File: src/rtl/message_interpreter_mb.sv
// Host command interpreter: decodes single-byte commands into waypoint/stop/begin
// controls and streams framed telemetry replies (header, word MSB-first, XOR checksum).
module message_interpreter_mb #(
  parameter int N_WIDTH = 32,
  parameter int N_CHANNELS = 16,
  parameter int N_WAYPOINTS = 8,
  localparam int WAY_WIDTH = $clog2(N_WAYPOINTS),
  localparam int NBYTES = N_WIDTH / 8
) (
  input  logic                           MESSAGE_INTERPRETER_MB_CLOCK_50,
  input  logic                           MESSAGE_INTERPRETER_MB_RESET_InHigh,
  input  logic                           MESSAGE_INTERPRETER_MB_FLAGDATAIN_In,
  input  logic [7:0]                     MESSAGE_INTERPRETER_MB_DATAIN_InBus,
  input  logic [N_CHANNELS*N_WIDTH-1:0]  MESSAGE_INTERPRETER_MB_CHANNELS_InBus,
  output logic [7:0]                     MESSAGE_INTERPRETER_MB_TXDATA_OutBus,
  output logic                           MESSAGE_INTERPRETER_MB_TXVALID_Out,
  input  logic                           MESSAGE_INTERPRETER_MB_TXREADY_In,
  output logic [WAY_WIDTH-1:0]           MESSAGE_INTERPRETER_MB_WAYSELECT_OutBus,
  output logic                           MESSAGE_INTERPRETER_MB_STOPSIGNAL_OutLow,
  output logic                           MESSAGE_INTERPRETER_MB_BEGINSIGNAL_OutLow,
  output logic                           MESSAGE_INTERPRETER_MB_BUSY_Out,
  output logic [7:0]                     MESSAGE_INTERPRETER_MB_ERRCOUNT_OutBus,
  output logic [7:0]                     MESSAGE_INTERPRETER_MB_DROPCOUNT_OutBus
);

  localparam int IDXW = (NBYTES > 1) ? $clog2(NBYTES) : 1;
  localparam logic [IDXW-1:0] LAST_IDX = IDXW'(NBYTES - 1);

  typedef enum logic [1:0] {ST_IDLE = 2'd0, ST_HEADER = 2'd1, ST_DATA = 2'd2, ST_CHECK = 2'd3} txState_t;

  txState_t              state_r, stateNext_s;
  logic [IDXW-1:0]       idx_r, idxNext_s;
  logic [5:0]            activeChan_r, activeChanNext_s, pendChan_r, pendChanNext_s, reqChan_s;
  logic [N_WIDTH-1:0]    activeWord_r, activeWordNext_s, pendWord_r, pendWordNext_s, reqWord_s;
  logic                  pendValid_r, pendValidNext_s;
  logic [WAY_WIDTH-1:0]  way_r, wayNext_s;
  logic                  stop_r, stopNext_s, begin_r, beginNext_s;
  logic [7:0]            errCount_r, errNext_s, dropCount_r, dropNext_s;
  logic [7:0]            txData_r, txDataNext_s;
  logic                  txValid_r, txValidNext_s, busy_r, busyNext_s;
  logic                  isWay_s, isStop_s, isBegin_s, isReq_s, isErr_s, reqDirect_s, hs_s;
  logic [7:0]            code_s;

  function automatic logic [7:0] pickByte(input logic [N_WIDTH-1:0] word, input logic [IDXW-1:0] idx);
    logic [7:0] b;
    b = 8'h00;
    for (int i = 0; i < NBYTES; i++) begin
      b = (idx == IDXW'(i)) ? word[(NBYTES-1-i)*8 +: 8] : b;
    end
    return b;
  endfunction

  function automatic logic [7:0] frameChecksum(input logic [5:0] chan, input logic [N_WIDTH-1:0] word);
    logic [7:0] c;
    c = {2'b10, chan};
    for (int i = 0; i < NBYTES; i++) begin
      c = c ^ word[i*8 +: 8];
    end
    return c;
  endfunction

  function automatic logic [7:0] satInc(input logic [7:0] v);
    return (v == 8'hFF) ? 8'hFF : v + 8'd1;
  endfunction

  assign code_s = MESSAGE_INTERPRETER_MB_DATAIN_InBus;
  assign hs_s   = txValid_r & MESSAGE_INTERPRETER_MB_TXREADY_In;

  // Command classification and channel snapshot mux
  always_comb begin
    isWay_s = 1'b0; isStop_s = 1'b0; isBegin_s = 1'b0; isReq_s = 1'b0; isErr_s = 1'b0;
    reqChan_s = code_s[5:0];
    reqWord_s = '0;
    if (MESSAGE_INTERPRETER_MB_FLAGDATAIN_In) begin
      if (code_s >= 8'd1 && code_s <= 8'(N_WAYPOINTS)) isWay_s = 1'b1;
      else if (code_s == 8'hF0) isStop_s = 1'b1;
      else if (code_s == 8'hF1) isBegin_s = 1'b1;
      else if (code_s[7] && ({1'b0, code_s[6:0]} < 8'(N_CHANNELS))) isReq_s = 1'b1;
      else isErr_s = 1'b1;
    end else begin
      isErr_s = 1'b0;
    end
    for (int c = 0; c < N_CHANNELS; c++) begin
      reqWord_s = (reqChan_s == 6'(c)) ? MESSAGE_INTERPRETER_MB_CHANNELS_InBus[c*N_WIDTH +: N_WIDTH] : reqWord_s;
    end
  end

  // Next-state: transmit FSM, request routing, controls and counters
  always_comb begin
    stateNext_s = state_r; idxNext_s = idx_r;
    activeChanNext_s = activeChan_r; activeWordNext_s = activeWord_r;
    pendValidNext_s = pendValid_r; pendChanNext_s = pendChan_r; pendWordNext_s = pendWord_r;
    wayNext_s = way_r; stopNext_s = stop_r; beginNext_s = begin_r;
    errNext_s = errCount_r; dropNext_s = dropCount_r;
    reqDirect_s = 1'b0;
    case (state_r)
      ST_IDLE: begin
        if (isReq_s) begin stateNext_s = ST_HEADER; reqDirect_s = 1'b1; end
        else stateNext_s = ST_IDLE;
      end
      ST_HEADER: begin
        if (hs_s) begin stateNext_s = ST_DATA; idxNext_s = '0; end
        else stateNext_s = ST_HEADER;
      end
      ST_DATA: begin
        if (hs_s && idx_r == LAST_IDX) stateNext_s = ST_CHECK;
        else if (hs_s) idxNext_s = idx_r + IDXW'(1);
        else stateNext_s = ST_DATA;
      end
      ST_CHECK: begin
        if (hs_s && pendValid_r) begin
          stateNext_s = ST_HEADER;
          activeChanNext_s = pendChan_r;
          activeWordNext_s = pendWord_r;
          pendValidNext_s = 1'b0;
        end else if (hs_s && isReq_s) begin
          // slot empty and frame finishing: start the new frame without a gap
          stateNext_s = ST_HEADER; reqDirect_s = 1'b1;
        end else if (hs_s) stateNext_s = ST_IDLE;
        else stateNext_s = ST_CHECK;
      end
      default: stateNext_s = ST_IDLE;
    endcase
    // pendValid_r is the pre-edge view, so a draining slot still drops
    if (reqDirect_s) begin
      activeChanNext_s = reqChan_s; activeWordNext_s = reqWord_s;
    end else if (isReq_s && pendValid_r) dropNext_s = satInc(dropCount_r);
    else if (isReq_s) begin
      pendValidNext_s = 1'b1; pendChanNext_s = reqChan_s; pendWordNext_s = reqWord_s;
    end else dropNext_s = dropCount_r;
    if (isWay_s) begin
      wayNext_s = WAY_WIDTH'(code_s - 8'd1); stopNext_s = 1'b1; beginNext_s = 1'b1;
    end else if (isStop_s) begin
      wayNext_s = '0; stopNext_s = 1'b0; beginNext_s = 1'b1;
    end else if (isBegin_s) begin
      wayNext_s = '0; stopNext_s = 1'b1; beginNext_s = 1'b0;
    end else if (isErr_s) errNext_s = satInc(errCount_r);
    else errNext_s = errCount_r;
  end

  // Output decode from the next state so the reply byte leaves a register
  always_comb begin
    txValidNext_s = 1'b0;
    txDataNext_s = 8'h00;
    case (stateNext_s)
      ST_IDLE:   begin txValidNext_s = 1'b0; txDataNext_s = 8'h00; end
      ST_HEADER: begin txValidNext_s = 1'b1; txDataNext_s = {2'b10, activeChanNext_s}; end
      ST_DATA:   begin txValidNext_s = 1'b1; txDataNext_s = pickByte(activeWordNext_s, idxNext_s); end
      ST_CHECK:  begin txValidNext_s = 1'b1; txDataNext_s = frameChecksum(activeChanNext_s, activeWordNext_s); end
      default:   begin txValidNext_s = 1'b0; txDataNext_s = 8'h00; end
    endcase
    busyNext_s = (stateNext_s != ST_IDLE) || pendValidNext_s;
  end

  // State and output registers with synchronous reset
  always_ff @(posedge MESSAGE_INTERPRETER_MB_CLOCK_50) begin
    if (MESSAGE_INTERPRETER_MB_RESET_InHigh) begin
      state_r <= ST_IDLE; idx_r <= '0;
      activeChan_r <= 6'd0; activeWord_r <= '0;
      pendValid_r <= 1'b0; pendChan_r <= 6'd0; pendWord_r <= '0;
      way_r <= '0; stop_r <= 1'b0; begin_r <= 1'b1;
      errCount_r <= 8'd0; dropCount_r <= 8'd0;
      txData_r <= 8'h00; txValid_r <= 1'b0; busy_r <= 1'b0;
    end else begin
      state_r <= stateNext_s; idx_r <= idxNext_s;
      activeChan_r <= activeChanNext_s; activeWord_r <= activeWordNext_s;
      pendValid_r <= pendValidNext_s; pendChan_r <= pendChanNext_s; pendWord_r <= pendWordNext_s;
      way_r <= wayNext_s; stop_r <= stopNext_s; begin_r <= beginNext_s;
      errCount_r <= errNext_s; dropCount_r <= dropNext_s;
      txData_r <= txDataNext_s; txValid_r <= txValidNext_s; busy_r <= busyNext_s;
    end
  end

  assign MESSAGE_INTERPRETER_MB_TXDATA_OutBus     = txData_r;
  assign MESSAGE_INTERPRETER_MB_TXVALID_Out       = txValid_r;
  assign MESSAGE_INTERPRETER_MB_WAYSELECT_OutBus  = way_r;
  assign MESSAGE_INTERPRETER_MB_STOPSIGNAL_OutLow  = stop_r;
  assign MESSAGE_INTERPRETER_MB_BEGINSIGNAL_OutLow = begin_r;
  assign MESSAGE_INTERPRETER_MB_BUSY_Out          = busy_r;
  assign MESSAGE_INTERPRETER_MB_ERRCOUNT_OutBus   = errCount_r;
  assign MESSAGE_INTERPRETER_MB_DROPCOUNT_OutBus  = dropCount_r;

endmodule

File: config.mk
export PLATFORM = sky130hd
export DESIGN_NAME = message_interpreter_mb
export DESIGN_NICKNAME = d
export VERILOG_FILES = /design/src/rtl/message_interpreter_mb.sv
export SDC_FILE = /design/constraint.sdc
export NUM_CORES = 1
export LEC_CHECK = 0
export CORE_AREA = 2 2 217 219
export CTS_CLUSTER_SIZE = 10
export DETAILED_ROUTE_END_ITERATION = 10
export DIE_AREA = 0 0 219 221
export SLEW_MARGIN = 20
export SYNTH_ARGS = -nofsm -noshare
export SYNTH_HDL_FRONTEND = slang
export SYNTH_SLANG_ARGS = --single-unit
File: constraint.sdc
create_clock -name MESSAGE_INTERPRETER_MB_CLOCK_50 -period 3.75 [get_ports MESSAGE_INTERPRETER_MB_CLOCK_50]
set_clock_uncertainty 0.2 [all_clocks]
set_input_delay 0.75 -clock MESSAGE_INTERPRETER_MB_CLOCK_50 [delete_from_list [all_inputs] [get_ports MESSAGE_INTERPRETER_MB_CLOCK_50]]
set_output_delay 0.75 -clock MESSAGE_INTERPRETER_MB_CLOCK_50 [all_outputs]
set_load 0.005 [all_outputs]
# Yosys cells after proc, flatten, opt, wreduce, memory -nomap -nowiden
# Cells that the tools add are included.
[totals] register_bits=112 latchBits=0 ramBits=0 mem_bits_ro=0 inputBits=524 output_inout_bits=31 wordCells=155 mem_count=0
[op_classes] n_addsub=4 n_mul=0 div=0 order_cmp=3 n_eq_ne=29 n_shift=0 mux=76 n_bitwise=10 reduce_logical=18
[ops] cell="$mux W32" n=19
[ops] cell="$eq A6 B4 Y1 const B" n=8
[ops] cell="$mux W8" n=6
[ops] cell="$eq A8 B8 Y1 const B" n=4
[ops] cell="$pmux W8 S4" n=1
[ops] cell="$xor A8 B8 Y8" n=4
[ops] cell="$mux W1" n=31
[ops] cell="$eq A6 B3 Y1 const B" n=4
[ops] cell="$mux W2" n=9
[ops] cell="$mux W6" n=3
[ops] cell="$add A8 B1 Y8 const B" n=2
[ops] cell="$eq A2 B2 Y1 const B" n=7
[ops] cell="$eq A6 B2 Y1 const B" n=2
[ops] cell="$mux W3" n=3
[ops] cell="$ge A8 B1 Y1 const B" n=1
[ops] cell="$le A8 B4 Y1 const B" n=1
[ops] cell="$pmux W2 S4" n=1
[ops] cell="$lt A7 B5 Y1 const B" n=1
[ops] cell="$eq A2 B1 Y1 const B" n=3
[ops] cell="$eq A6 B1 Y1 const B" n=1
[ops] cell="$logic_and A1 B1 Y1" n=6
[ops] cell="$logic_not A2 Y1" n=3
[ops] cell="$logic_not A6 Y1" n=1
[ops] cell="$reduce_or A3 Y1" n=2
[ops] cell="12 further kinds" n=17

# Depth between registers and ports, before layout
[depth] ltp_word=23 mapped_depth=17 ltp_nobuf=12

# Least setup slack after synthesis
# Ideal clock, no wire load.
[synth_timing] kind="input to register" from="in MESSAGE_INTERPRETER_MB_DATAIN_InBus[0]" to="reg txData_r[5] (netlist: MESSAGE_INTERPRETER_MB_TXDATA_OutBus[5])" setup_time_ns=0.120 arrival_ns=3.560 required_ns=3.430 path_slack_ns=-0.130 stages=13 path_buffers=2 path_cell_list="inv_1 > ha_1 > buf_2 > or3b_2 > clkbuf_1 > nor2_1 > a22oi_1 > o311ai_0 > a221o_1 > a21o_1 > xor3_1 > o2bb2ai_1 > a211o_1"
[synth_between] elab_chain_len=23 word_cells_on_any_way=68 classes_between="order compare (3); eq/ne (20); mux (36); bitwise (4); reduce/logical (5)"
[synth_rtl] item="start: declaration" line_no="13" rtl="input logic [7:0] MESSAGE_INTERPRETER_MB_DATAIN_InBus,"
[synth_rtl] item="$logic_not A6 Y1" line_no="84" rtl="reqWord_s = (reqChan_s == 6'(c)) ? MESSAGE_INTERPRETER_MB_CHANNELS_InBus[c*N_WIDTH +: N_WIDTH] : reqWord_s;"
[synth_rtl] item="$mux W32 (16 in a row)" line_no="84"
[synth_rtl] item="$mux W32" line_no="125" rtl="if (reqDirect_s) begin"
[synth_rtl] item="$xor A8 B8 Y8 or $mux W8 (tied branches) (4 in a row)" line_no="57, 48"
[synth_rtl] item="$pmux W8 S4 *" line_no="145" rtl="case (stateNext_s)"
[synth_rtl] item="end signal: assignment" line_no="170" rtl="txData_r <= txDataNext_s; txValid_r <= txValidNext_s; busy_r <= busyNext_s;"
[synth_rtl] item="end: declaration" line_no="39" rtl="logic [7:0] txData_r, txDataNext_s;"
# Every way passes the cells marked *; elsewhere a longest branch is shown, timed or not.
# A chain may end at the register's enable or synchronous reset.

# Final worst setup path
[layout_timing] from="in MESSAGE_INTERPRETER_MB_DATAIN_InBus[3]" to="reg txData_r[0] (netlist: MESSAGE_INTERPRETER_MB_TXDATA_OutBus[0])"
# The elaborated chain is that of the path after synthesis.

==> metrics.cfg <==
[pwr]
seqPwrFrac_pct=31.1
power_density_nw_per_um2=177.4
intPower_w=0.002599
p_leak_nw=8.393
power_switching_w=0.001275
p_clk_share_pct=26.5
switching_share_pct=32.91
ir_drop_v=0.0002320
p_comb_share_pct=42.4

[grt]
busiest_layer=met2
grt_use_met2_pct=61.39
antenna_found_initial=10
met3_usage_pct=7.478
grt_pass1_wl_um=137700
grt_max_degree=60
first_global_vias=17480
use_met1_pct=56.98
grt_use_total_pct=40.59
grt_overflow_total=0

[hold_path]
hp-start=pendWord_r[19]
hold_depth=2
min_to=pendWord_r[19]
hold_path.class=flop to flop

[timing]
setup_viol=1
fmax_mhz=266.3
grt_setup_unrepaired=true
relSlewSlack_pct=50.38
setup_ws_ns=-0.004805
min_period_ns=3.755
drv_slew=0
finalCritPeriodShare_pct=100.1
worst_pin_slew_ns=0.7415
hold_violations=0

[worst_setup_path]
cp_common_cell=buf_4
critPathSlowestCell=nor3_1
r2r_cells=13
critPathRequiredTime_ns=3.79
arrival_ns=3.79
r2r_slack_ns=0.45
setup.worst_path.start_class=input port
crit_fanout=8
r2r_start=state_r[0]
cp.depth=19
crit_family=buffers and inverters
cp_cell_sequence=buf_8 -> buf_6 -> buf_4 -> buf_4 -> nor2_4 -> buf_6 -> buf_4 -> nand3_1 -> buf_4 -> nor3_1 -> buf_4 -> o211ai_1 -> a21oi_1 -> a21oi_1 -> buf_4 -> a21oi_2 -> a21oi_2 -> xnor2_1 -> o221ai_1
max_stage_delay_ns=0.37
reg2reg_to=MESSAGE_INTERPRETER_MB_TXDATA_OutBus[4]
end_kind=flop
critPathKind=input port to flop
path_buf_inv=9

[final_layout]
synthToLayoutAreaGrowth_pct=107.0
drive_gt1_share_pct=28.54
final_common_cell=clkdlybuf4s50_1
design_area_um2=21840
final_nets=3007
final_cell_mix=547 x clkdlybuf4s50_1, 444 x buf_4, 193 x nand2_1

[synth]
synth_area_um2=10550
yosysWarnings=0
ys_seq_area_share_pct=21.25
async_flop_share_pct=0
ys.flop_type=dfxtp_1
syn_inst=1543
syn_area_per_cell_um2=6.837
yosysUniqueCellTypes=89
synth-edff-count=0
synth_nets=2081
synth-seq-cells=112

[floorplan]
die_area_um2=48400
fp.dieW_um=219
die_h_um=221
fp-row-count=79
start_util_pct=22.90
ios=555
fp.coreArea_um2=46060

[outcome]
failed_checks=negative setup slack
status=complete, but fails checks

[placed_design]
post-place-ws_ns=-1.618
hpwl_um=85810
postPlaceCellArea_um2=19900
gp_congestion=1.060
io_buffers=554

[detailed_routing]
drtIter0Drc=2442
first_pass_iters=6
vias=17970
antenna_left=0
drc=0
wl_um=102000
wl_per_cell_um=33.01
via_per_inst=5.816

[cts]
clkSlewWorstSetupHoldPaths_ns=0.08
clock-root-buffer=clkbuf_16
cts.sinks=112
tritoncts=done
clk_latency_ns=0.37
clock_path_buffers=2
cts-buffers-inserted=9
hold_buffers=0
cts_htree_levels=3

[flow_run]
maxCapViolations=0

## power by group through the flow
stage	clock network, W	logic, W	registers (W)
detailed placement	0	0.00144	0.00123
finish	0.00103	0.00164	0.00120
global route	0.00109	0.00167	0.00121
CTS	0.00103	0.00154	0.00120
global placement	0	0.00145	0.00123
floorplan	0	0.000322	0.00123
## flip-flops by register name (all words and copies together), names as in the netlist
signal and count:
MESSAGE_INTERPRETER_MB_TXVALID_Out 1, MESSAGE_INTERPRETER_MB_WAYSELECT_OutBus 3, activeChan_r 6, MESSAGE_INTERPRETER_MB_ERRCOUNT_OutBus 8
MESSAGE_INTERPRETER_MB_BUSY_Out 1, MESSAGE_INTERPRETER_MB_DROPCOUNT_OutBus 8, MESSAGE_INTERPRETER_MB_STOPSIGNAL_OutLow 1, pendWord_r 32
state_r 2, MESSAGE_INTERPRETER_MB_TXDATA_OutBus 8, MESSAGE_INTERPRETER_MB_BEGINSIGNAL_OutLow 1, activeWord_r 32
idx_r 2, pendChan_r 6, pendValid_r 1
## worst reg2reg max path: stages, from the launching register on
cell and delay [ns]:
dfxtp_1 0.39, inv_1 0.10, ha_1 0.44, nor2b_1 0.20
o2111ai_2 0.23, buf_4 0.24, a211oi_1 0.29, nor2b_1 0.22
a221oi_2 0.09, nand2_1 0.17, xor2_2 0.22, xnor2_2 0.15
xnor2_1 0.14, o22ai_1 0.10
## how the worst max path moves through the flow
stage                                           start                                      end  slack (ns)
5_1_grt        MESSAGE_INTERPRETER_MB_DATAIN_InBus[1]  MESSAGE_INTERPRETER_MB_TXDATA_OutBus[1]       -0.04
3_5_place_dp   MESSAGE_INTERPRETER_MB_DATAIN_InBus[1]  MESSAGE_INTERPRETER_MB_TXDATA_OutBus[2]       -1.62
2_1_floorplan  MESSAGE_INTERPRETER_MB_DATAIN_InBus[1]  MESSAGE_INTERPRETER_MB_TXDATA_OutBus[5]       0.002
4_1_cts        MESSAGE_INTERPRETER_MB_DATAIN_InBus[4]  MESSAGE_INTERPRETER_MB_TXDATA_OutBus[0]       -0.03
3_3_place_gp   MESSAGE_INTERPRETER_MB_DATAIN_InBus[1]  MESSAGE_INTERPRETER_MB_TXDATA_OutBus[2]       -1.61
6_report       MESSAGE_INTERPRETER_MB_DATAIN_InBus[3]  MESSAGE_INTERPRETER_MB_TXDATA_OutBus[0]      -0.005
## kinds of logic after synthesis
| kind of cell | share of synthesized area, % |
|---|---|
| AO/OA/AOI/OAI | 37.80 |
| XOR/XNOR | 3.096 |
| adder cells (fa/ha/maj) | 1.661 |
| buffers and inverters | 6.037 |
| flip-flops | 21.25 |
| multiplexers | 1.257 |
| AND/OR/NAND/NOR | 28.89 |
## timing repair
item / in CTS / in global routing
setup buffers: 31 / 19
gates resized for setup: 189 / 127
cloned: 1 / 0
setup endpoints to repair: 80 / 8
pin swaps: 35 / 63
## area by class of cell
type | instances | area [µm²]
Inverter | 18 | 72.57
Clock inverter | 7 | 70.07
Antenna cell | 8 | 20.02
Sequential cell | 112 | 2242
Fill cell | 4684 | 24220
Tap cell | 607 | 759.5
Multi-Input combinational cell | 1280 | 8751
Clock buffer | 9 | 225.2
Timing Repair Buffer | 1048 | 9699
## stage by stage
stage                     util, %    TNS, ns  total power (W)  instances  hold WS, ns
final                       47.41  -0.004805         0.003874       3089       0.2586
after global routing        47.40    -0.1021         0.003960       3086       0.2810
after CTS                   45.83   -0.05866         0.003772       3064       0.2598
after detailed placement    43.19     -64.57         0.002673       3017       0.2491
after global placement      43.19     -63.47         0.002684       3017       0.2395
after floorplan                 -          0         0.001553       1543       0.2321
## layer usage
| metal | part of all wire [%] | vias to the layer above |
|---|---|---|
| met2 | 43 | 1210 |
| met1 | 43 | 8867 |
| met3 | 9.9 | 175 |
| li1 | - | 7714 |
| met5 | 0 | - |
| met4 | 4.7 | 0 |
## cell usage after synthesis, drive strengths merged (7+ instances only)
master	instances	share of area, %
inv	18	0.64
nand2	200	7.1
clkbuf	83	3.0
xnor2	19	1.6
nor2	187	7.0
or2	8	0.47
a31oi	19	1.1
o211ai	24	1.8
nor3b	7	0.60
mux2i	11	1.0
buf	50	2.4
a21o	7	0.50
or3	10	0.59
a221oi	47	3.9
o22ai	54	3.2
a22oi	31	2.2
a21oi	140	6.7
a211oi	27	1.9
a32oi	10	0.83
o221ai	27	2.2
o32ai	9	0.75
ha	14	1.7
dfxtp	112	21
nand3	54	2.6
a22o	11	0.91
nor2b	20	1.2
nor3	54	2.7
o22a	8	0.66
and3	29	1.7
a221o	15	1.4
nand2b	12	0.71
o21ai	87	4.1
o31ai	9	0.64
xor2	13	1.1
a2111oi	8	0.66
nand3b	7	0.50
nor4	11	0.65
Power figures use the tool's default switching activity.
